**src/rtl/dma_priority_arbiter_if.sv**
```systemverilog
// Request/grant bundle between the DMA register file, the timing FSM and the arbiter.
// The master side drives requests and controls; the slave side (the arbiter) drives the bus handshake.
interface dma_priority_arbiter_if;
  logic [3:0] dreq;
  logic       hlda;
  logic       eopN;
  logic       cycleDone;
  logic [7:0] commandReg;
  logic [3:0] maskReg;
  logic [3:0] requestReg;
  logic [7:0] modeSel;
  logic       hrq;
  logic [3:0] dack;
  logic [3:0] validDreq;
  logic [1:0] activeChannel;
  logic [3:0] clrReq;

  modport master (
    output dreq, hlda, eopN, cycleDone, commandReg, maskReg, requestReg, modeSel,
    input  hrq, dack, validDreq, activeChannel, clrReq
  );

  modport slave (
    input  dreq, hlda, eopN, cycleDone, commandReg, maskReg, requestReg, modeSel,
    output hrq, dack, validDreq, activeChannel, clrReq
  );
endinterface

```
**src/rtl/dma_priority_arbiter.sv**
```systemverilog
// 8237A-style channel arbiter: qualifies DREQ, requests the bus and grants one channel per hold cycle.
// Optional macro DMA_ROTATE_PRIORITY_EN enables rotating priority selected by commandReg[4].
module dma_priority_arbiter #(
  parameter int NUM_CH = 4
) (
  input  logic                    clk,
  input  logic                    rst_n,
  dma_priority_arbiter_if.slave   bus_io
);

  typedef enum logic [1:0] {IDLE, REQ, GRANT, RELEASE} state_e;

  state_e              state_q, state_d;
  logic [NUM_CH-1:0]   eff_q, eff_d;
  logic [NUM_CH-1:0]   grantVec_q, grantVec_d;
  logic [NUM_CH-1:0]   clrReq_q, clrReq_d;
  logic [1:0]          winner_q, winner_d;
  logic                hrq_q, hrq_d;
  logic [1:0]          pri;
  logic [1:0]          pick;
  logic [1:0]          idx;
  logic                found;
  logic [1:0]          winMode;
  logic                eopExit;
  logic                leaveGrant;

  assign eff_d = ((bus_io.dreq ^ {NUM_CH{bus_io.commandReg[6]}}) & ~bus_io.maskReg)
                 | bus_io.requestReg;
  assign winMode    = bus_io.modeSel[{winner_q, 1'b0} +: 2];
  assign leaveGrant = (state_q == GRANT) && (state_d != GRANT);

`ifdef DMA_ROTATE_PRIORITY_EN
  logic [1:0] pri_q, pri_d;
  logic       unusedCmd;

  assign pri       = pri_q;
  assign unusedCmd = ^{bus_io.commandReg[5], bus_io.commandReg[3], bus_io.commandReg[1:0]};

  // The serviced channel drops to lowest priority; clearing commandReg[4] returns to fixed order.
  always_comb begin
    pri_d = pri_q;
    if (!bus_io.commandReg[4]) begin
      pri_d = 2'd0;
    end else if (leaveGrant) begin
      pri_d = winner_q + 2'd1;
    end
  end

  always_ff @(posedge clk or negedge rst_n) begin
    if (!rst_n) begin
      pri_q <= 2'd0;
    end else begin
      pri_q <= pri_d;
    end
  end
`else
  logic unusedCmd;

  assign pri       = 2'd0;
  assign unusedCmd = ^{bus_io.commandReg[5:3], bus_io.commandReg[1:0]};
`endif

  // Search order starts at the priority pointer and wraps modulo four.
  always_comb begin
    pick  = 2'd0;
    idx   = 2'd0;
    found = 1'b0;
    for (int i = 0; i < NUM_CH; i++) begin
      idx = pri + 2'(i);
      if (!found && eff_q[idx]) begin
        pick  = idx;
        found = 1'b1;
      end
    end
  end

  always_ff @(posedge clk or negedge rst_n) begin
    if (!rst_n) begin
      state_q    <= IDLE;
      eff_q      <= '0;
      grantVec_q <= '0;
      clrReq_q   <= '0;
      winner_q   <= 2'd0;
      hrq_q      <= 1'b0;
    end else begin
      state_q    <= state_d;
      eff_q      <= eff_d;
      grantVec_q <= grantVec_d;
      clrReq_q   <= clrReq_d;
      winner_q   <= winner_d;
      hrq_q      <= hrq_d;
    end
  end

  // Losing HLDA mid-grant is a protocol error and outranks EOP, so no request bit is cleared.
  always_comb begin
    state_d = state_q;
    eopExit = 1'b0;
    unique case (state_q)
      IDLE: begin
        if (|eff_q && !bus_io.commandReg[2]) state_d = REQ;
      end
      REQ: begin
        if (bus_io.commandReg[2] || eff_q == '0) state_d = RELEASE;
        else if (bus_io.hlda)                    state_d = GRANT;
      end
      GRANT: begin
        if (!bus_io.hlda) begin
          state_d = RELEASE;
        end else if (!bus_io.eopN) begin
          state_d = RELEASE;
          eopExit = 1'b1;
        end else begin
          unique case (winMode)
            2'b00:   if (bus_io.cycleDone && !eff_q[winner_q]) state_d = RELEASE;
            2'b01:   if (bus_io.cycleDone)                     state_d = RELEASE;
            2'b10:   state_d = GRANT;
            default: if (!eff_q[winner_q])                     state_d = RELEASE;
          endcase
        end
      end
      RELEASE: begin
        if (!bus_io.hlda) state_d = IDLE;
      end
      default: state_d = IDLE;
    endcase
  end

  always_comb begin
    hrq_d      = (state_d == REQ) || (state_d == GRANT);
    winner_d   = winner_q;
    grantVec_d = '0;
    clrReq_d   = '0;
    if (state_q == REQ && state_d == GRANT) winner_d = pick;
    if (state_d == GRANT) grantVec_d = NUM_CH'(1) << winner_d;
    if (eopExit)          clrReq_d   = NUM_CH'(1) << winner_q;
  end

  assign bus_io.hrq           = hrq_q;
  assign bus_io.validDreq     = grantVec_q;
  assign bus_io.dack          = grantVec_q ^ {NUM_CH{~bus_io.commandReg[7]}};
  assign bus_io.activeChannel = winner_q;
  assign bus_io.clrReq        = clrReq_q;

endmodule

```
**src/flat_wrapper.sv**
```systemverilog
// flat-port wrapper written by rule: the top's interface ports become plain ports
module dma_priority_arbiter_flat 
#(
  parameter int NUM_CH = 4
)
  (clk, rst_n, bus_io_dreq, bus_io_hlda, bus_io_eopN, bus_io_cycleDone, bus_io_commandReg, bus_io_maskReg, bus_io_requestReg, bus_io_modeSel, bus_io_hrq, bus_io_dack, bus_io_validDreq, bus_io_activeChannel, bus_io_clrReq);
  dma_priority_arbiter_if bus_io_i ();
  input  logic clk;
  input  logic rst_n;
  input wire logic [$bits(bus_io_i.dreq)-1:0] bus_io_dreq;
  input wire logic [$bits(bus_io_i.hlda)-1:0] bus_io_hlda;
  input wire logic [$bits(bus_io_i.eopN)-1:0] bus_io_eopN;
  input wire logic [$bits(bus_io_i.cycleDone)-1:0] bus_io_cycleDone;
  input wire logic [$bits(bus_io_i.commandReg)-1:0] bus_io_commandReg;
  input wire logic [$bits(bus_io_i.maskReg)-1:0] bus_io_maskReg;
  input wire logic [$bits(bus_io_i.requestReg)-1:0] bus_io_requestReg;
  input wire logic [$bits(bus_io_i.modeSel)-1:0] bus_io_modeSel;
  output wire logic [$bits(bus_io_i.hrq)-1:0] bus_io_hrq;
  output wire logic [$bits(bus_io_i.dack)-1:0] bus_io_dack;
  output wire logic [$bits(bus_io_i.validDreq)-1:0] bus_io_validDreq;
  output wire logic [$bits(bus_io_i.activeChannel)-1:0] bus_io_activeChannel;
  output wire logic [$bits(bus_io_i.clrReq)-1:0] bus_io_clrReq;
  assign bus_io_i.dreq = bus_io_dreq;
  assign bus_io_i.hlda = bus_io_hlda;
  assign bus_io_i.eopN = bus_io_eopN;
  assign bus_io_i.cycleDone = bus_io_cycleDone;
  assign bus_io_i.commandReg = bus_io_commandReg;
  assign bus_io_i.maskReg = bus_io_maskReg;
  assign bus_io_i.requestReg = bus_io_requestReg;
  assign bus_io_i.modeSel = bus_io_modeSel;
  assign bus_io_hrq = bus_io_i.hrq;
  assign bus_io_dack = bus_io_i.dack;
  assign bus_io_validDreq = bus_io_i.validDreq;
  assign bus_io_activeChannel = bus_io_i.activeChannel;
  assign bus_io_clrReq = bus_io_i.clrReq;
  dma_priority_arbiter #(.NUM_CH(NUM_CH)) u_core (.clk(clk), .rst_n(rst_n), .bus_io(bus_io_i));
endmodule
```
**config.mk**
```make
export PLATFORM = sky130hd
export DESIGN_NAME = dma_priority_arbiter_flat
export DESIGN_NICKNAME = d
export VERILOG_FILES = /design/src/rtl/dma_priority_arbiter_if.sv /design/src/rtl/dma_priority_arbiter.sv /design/src/flat_wrapper.sv
export SDC_FILE = /design/constraint.sdc
export NUM_CORES = 1
export LEC_CHECK = 0
export ABC_AREA = 1
export CORE_MARGIN = 2
export CORE_UTILIZATION = 35
export DETAILED_ROUTE_END_ITERATION = 12
export PLACE_DENSITY = 0.72
export RECOVER_POWER = 50
export SYNTH_ARGS = -nofsm -noshare
export SYNTH_HDL_FRONTEND = slang
export SYNTH_SLANG_ARGS = --single-unit
```
**constraint.sdc**
```tcl
create_clock -name clk -period 4.55 [get_ports clk]
set_input_delay 0.91 -clock clk [delete_from_list [all_inputs] [get_ports clk]]
set_output_delay 0.91 -clock clk [all_outputs]
set_load 0.03 [all_outputs]
```
==> flow_summary.yaml, run 1 <==
status:
  status: "completed"
pwr:
  powerDensity_mw_per_mm2: 518
  ir_worst_vdd_mv: 0.325
  leakagePower_nw: 0.656
critical_path:
  end_kind: "output pin"
  worst_ep_arrival_time_ps: 2360
  r2r-start: "u_core.bus_io.activeChannel[0]"
  reg2reg_slack_ps: 2030
  r2r_end: "u_core.bus_io.validDreq[1]"
  start_kind: "input port"
  crit_fanout: 4
  reg2reg_depth: 17
  path_class: "input port to output pin"
  crit_required_ps: 3640
  cp-startpoint: "bus_io_commandReg[7]"
min_path:
  min_to: "u_core.bus_io.validDreq[2]"
  hold_path_class: "register to register"
  hold_depth: 3
  min_from: "u_core.eff_q[0]"
layout:
  layout-drive-gt1-share: 0.113
  multiInputGateArea_um2: 443
  mostFrequentLayoutCell: "clkdlybuf4s50_1"
  layout_common_cells: "39 x clkdlybuf4s50_1, 28 x nand2_1, 17 x dfrtp_1"
  nNetsFinal: 194
  regArea_um2: 425
  antenna_cells: 0
  final_area_mm2: 0.00141
  area_growth_pct: 48.2
  fillers: 250
sta:
  fmax_mhz: 306
  fin_skew_ps: 5.57
  period_needed_ps: 3270
  hold_violations: 0
  slew_violations: 0
  fin_crit_sh: 0.719
  slew_headroom: 0.526
  rsz0062_at_grt: "no"
  setup_violations: 0
  tightest_slew_ps: 709
  tns_ps: 0
floorplanning:
  io_pins: 48
  rows: 18
  core_mm2: 0.00252
  fp.dieH_um: 56.2
  die_w_um: 56.2
  start_util: 0.378
  dieArea_mm2: 0.00316
grt:
  grt_max_degree: 18
  grt_use_total: 0.127
  grt_antenna_before_repair: 0
  grt_pass1_vias: 817
  grt_overflow: 0
  grt_pass1_wl_um: 3220
synthesis:
  synth_edf_count: 0
  avgSynthCellArea_um2: 8.15
  synth_top_area_frac: 0.446
  synthCells: 117
  ys_top_cells_by_area: "dfrtp_1 45%, nand2_1 11%, xnor2_1 7.3%"
  synth-seq-area-share: 0.446
  ys_types: 25
  synthMuxAreaShare: 0
  synth_seq_cells: 17
  synth_flop_cell: "dfrtp_1"
  yosysTopAreaCell: "dfrtp_1"
  yosysWarnings: 0
  synthSimpleGateAreaFrac: 0.287
  synth_adder_area_share: 0.0131
  synthXorXnorAreaFrac: 0.0735
  synthArstFlopShare: 1.00
  synth_top_family_by_area: "simple AND/OR/NAND/NOR gates"
  synth_compound_area_frac: 0.0906
  syn-num-nets: 151
  netlist_area_um2: 953
clocking:
  clk_latency_ps: 280
  clk_pin_slew_ps: 90
  cts_htree_levels: 1
  postCtsSetupBuffers: 0
  cts_buffer_depth: 2
  cts-root-buf: "clkbuf_4"
  numCtsBuffers: 3
  cts.repair.resized: 0
  cts_hold_buf: 0
  cts_tree: "built"
  cts.sinks: 17
drt:
  drt-initial-drc-count: 20
  drc: 0
  dr.pass1.iters: 4
  ant_nets: 0
  vias_per_cell: 4.66
  wire_per_inst_um: 9.86
  wl_um: 1860
  vias: 880
placed_design:
  post_dp_cell_area_mm2: 0.00139
  port_buffers: 42
  hpwlAfterDp_um: 1580
  place.gp.congestion: 0.797
run:
  max_cap_viol_count: 0
-- cell usage after synthesis (2+ instances only) --
cell      instances
nand3_2           4
dfrtp_1          17
nand2_1          28
nand2_2           3
inv_2             3
nand3_1           6
o21bai_1          4
inv_1            11
nor2_1           11
clkbuf_1          2
nor3_1            4
xnor2_1           8
o21ai_0           4
-- critical path, cell delays in order --
cell and delay [ps]:
clkdlybuf4s50_1 600, xnor2_1 160, clkdlybuf4s50_1 690
-- cell type report --
cell class / count / share of cell area
inverters: 15 / 0.0416
well taps: 30 / 0.0266
multi-input cells: 81 / 0.314
flip-flops and latches: 17 / 0.301
repair buffers: 42 / 0.298
clock buffers: 3 / 0.0159
clock inverters: 1 / 0.00354
-- metal layers --
layer,wire length [µm],vias up,GRT usage
li1,-,452,-
met1,779,392,0.137
met2,911,34,0.234
met3,153,2,0.0465
met4,19,0,0.0306
met5,0,-,0
-- through the flow --
step	utilization	total power (W)	hold slack, ps	std cells	worst slack [ps]
after floorplan	-	0.000531	561	117	2020
after global placement	0.549	0.000653	606	185	1310
after detailed placement	0.549	0.000662	619	185	1290
after CTS	0.560	0.000742	629	189	1280
after global routing	0.560	0.000796	675	189	1220
final	0.560	0.000732	628	189	1280
-- report_power, final --
group	total, W	internal, W	switching [W]
clock	0.0000752	0.0000326	0.0000426
sequential	0.000241	0.000189	0.0000521
combinational	0.000415	0.000172	0.000244
-- worst max-delay path by stage --
stage                     endpoint  depth (start not counted)  slack, ps
CTS                 bus_io_dack[2]                          3       1280
detailed placement  bus_io_dack[1]                          3       1290
finish              bus_io_dack[2]                          3       1280
global route        bus_io_dack[1]                          3       1220
global placement    bus_io_dack[2]                          3       1310
floorplan           bus_io_dack[0]                          2       2020
-- sequential cells by signal, indices dropped and copies added (netlist names) --
signal                       cells
u_core.bus_io.clrReq             4
u_core.bus_io.validDreq          4
u_core.eff_q                     4
u_core.bus_io.activeChannel      2
u_core.state_q                   2
u_core.bus_io.hrq                1
-- cell families (layout without fill, tap and decap cells) --
kind of cell,after synthesis,in the layout
buffers and inverters,19,61
adder cells (fa/ha/maj),1,1
AND/OR/NAND/NOR,59,59
XOR/XNOR,8,8
flip-flops,17,17
AO/OA/AOI/OAI,13,13
Note: power is estimated with default switching activity, not from simulation.
==> run 2: changes to the inputs <==
==> constraint.sdc (replaced) <==
create_clock -name clk -period 3.1 [get_ports clk]
set_input_delay 0.62 -clock clk [delete_from_list [all_inputs] [get_ports clk]]
set_output_delay 0.62 -clock clk [all_outputs]
set_load 0.03 [all_outputs]
==> run 2 against run 1 <==
Effect of this change: sequential share of layout area is the same; worst setup slack worse by 860 ps; die area unchanged; clock skew is essentially flat; first-iteration DRC count fell by 10%; critical path depth unchanged; combinational power grew 48%; register-to-register slack worse by 1400 ps; critical endpoint is now bus_io_dack[1].
==> flow_summary.yaml, run 2 (synthesis gave the netlist of run 1 again) <==
status:
  status: "completed"
drt:
  drt-initial-drc-count: 18
  wl_um: 1900
  vias: 866
  drc: 0
  dr.pass1.iters: 4
  wire_per_inst_um: 10.0
  vias_per_cell: 4.58
  ant_nets: 0
floorplanning:
  die_w_um: 56.2
  core_mm2: 0.00252
  dieArea_mm2: 0.00316
  start_util: 0.378
  io_pins: 48
  fp.dieH_um: 56.2
  rows: 18
layout:
  final_cells: 189
  antenna_cells: 0
  nNetsFinal: 194
  layout-drive-gt1-share: 0.113
  mostFrequentLayoutCell: "clkdlybuf4s50_1"
  final_util: 0.560
  layout_common_cells: "38 x clkdlybuf4s50_1, 28 x nand2_1, 17 x dfrtp_1"
  area_growth_pct: 48.2
placed_design:
  hpwlAfterDp_um: 1600
  place.gp.congestion: 0.797
  port_buffers: 42
  dp_slack_ps: 375
  dpl.cell_count: 185
pwr:
  finalPower_w: 0.00108
  pwr-share-comb: 0.568
  leakagePower_nw: 0.657
  clkPwrFrac: 0.106
  p_int_w: 0.000578
  powerDensity_mw_per_mm2: 765
  p_switching_w: 0.000502
  p_sw_frac: 0.465
  ir_worst_vdd_mv: 0.529
  p_seq_frac: 0.326
critical_path:
  crit_required_ps: 2480
  reg2reg_depth: 17
  crit_chain: "clkdlybuf4s50_1 -> xnor2_1 -> clkdlybuf4s50_1"
  crit_fanout: 4
  cp.depth: 3
  cpMaxStageDelayCell: "clkdlybuf4s50_1"
  end_kind: "output pin"
  cpPeakStageDelay_ps: 690
  cp_num_buf_inv: 2
  crit_family: "buffers and inverters"
  start_kind: "input port"
  reg2reg_slack_ps: 580
  worst_ep_arrival_time_ps: 2060
  path_class: "input port to output pin"
  timing.critical_path.mode_cell: "clkdlybuf4s50_1"
clocking:
  cts_hold_buf: 0
  cts.sinks: 17
  cts_tree: "built"
  clk_pin_slew_ps: 90
  numCtsBuffers: 3
  postCtsSetupBuffers: 0
  cts.repair.resized: 0
  cts-root-buf: "clkbuf_4"
  clk_latency_ps: 290
  cts_buffer_depth: 2
  cts_htree_levels: 1
sta:
  slew_headroom: 0.525
  fmax_mhz: 373
  hold_violations: 0
  tns_ps: 0
  period_needed_ps: 2680
  setup_violations: 0
  rsz0062_at_grt: "no"
  tightest_slew_ps: 710
  slew_violations: 0
  worst_slack_ps: 421
  fin_skew_ps: 5.42
  fin_crit_sh: 0.864
grt:
  grt_antenna_before_repair: 0
  grt_max_degree: 18
  grt_use_total: 0.136
  grt_pass1_vias: 835
  grt_pass1_wl_um: 3370
  grt_overflow: 0
run:
  max_cap_viol_count: 0
min_path:
  hold_depth: 3
  hold_path_class: "register to register"
==> run 2: routing by layer <==
layer  vias up  track usage  wire length, µm
li1        452            -                -
met1       373        0.154              789
met2        36        0.234              916
met3         5       0.0465              157
met4         0       0.0510               31
met5         -            0                0
==> run 2: power by group through the flow <==
stage | clock [W] | combinational, W | sequential (W)
after floorplan | 0 | 0.000385 | 0.000393
after global placement | 0 | 0.000602 | 0.000356
after detailed placement | 0 | 0.000619 | 0.000357
after CTS | 0.000120 | 0.000621 | 0.000353
final | 0.000115 | 0.000613 | 0.000352
after global routing | 0.000130 | 0.000679 | 0.000368
==> run 2: path summary, 6_finish.rpt <==
check | end | startpoint
min in group asynchronous | u_core.bus_io.validDreq[3] | rst_n
min | u_core.bus_io.validDreq[2] | u_core.eff_q[0]
max | bus_io_dack[1] | bus_io_commandReg[7]
min reg2reg | u_core.bus_io.validDreq[2] | u_core.eff_q[0]
max in group asynchronous | u_core.eff_q[0] | rst_n
max reg2reg | u_core.bus_io.validDreq[1] | u_core.bus_io.activeChannel[0]
==> run 2: final cells by class <==
type                       instances  area [µm²]
timing repair buffer              42         420
inverter                          15        58.8
tap                               30        37.5
sequential                        17         425
clock buffer                       3        22.5
clock inverter                     1        5.00
multi-input combinational         81         443
fill                             258        1110
==> run 2: worst register-to-register path: cells and delay by family (launching register included) <==
family | cells | cell delay, ps
AO/OA/AOI/OAI | 1 | 260
flip-flops | 1 | 580
buffers and inverters | 4 | 450
adder cells (fa/ha/maj) | 1 | 240
AND/OR/NAND/NOR | 11 | 910
==> run 2: through the flow <==
| step | cell area (µm²) | hold WS, ps |
|---|---|---|
| after detailed placement | 1390 | 621 |
| after global placement | 1390 | 607 |
| after CTS | 1410 | 633 |
| final | 1410 | 637 |
| after floorplan | 953 | 324 |
| after global routing | 1410 | 692 |
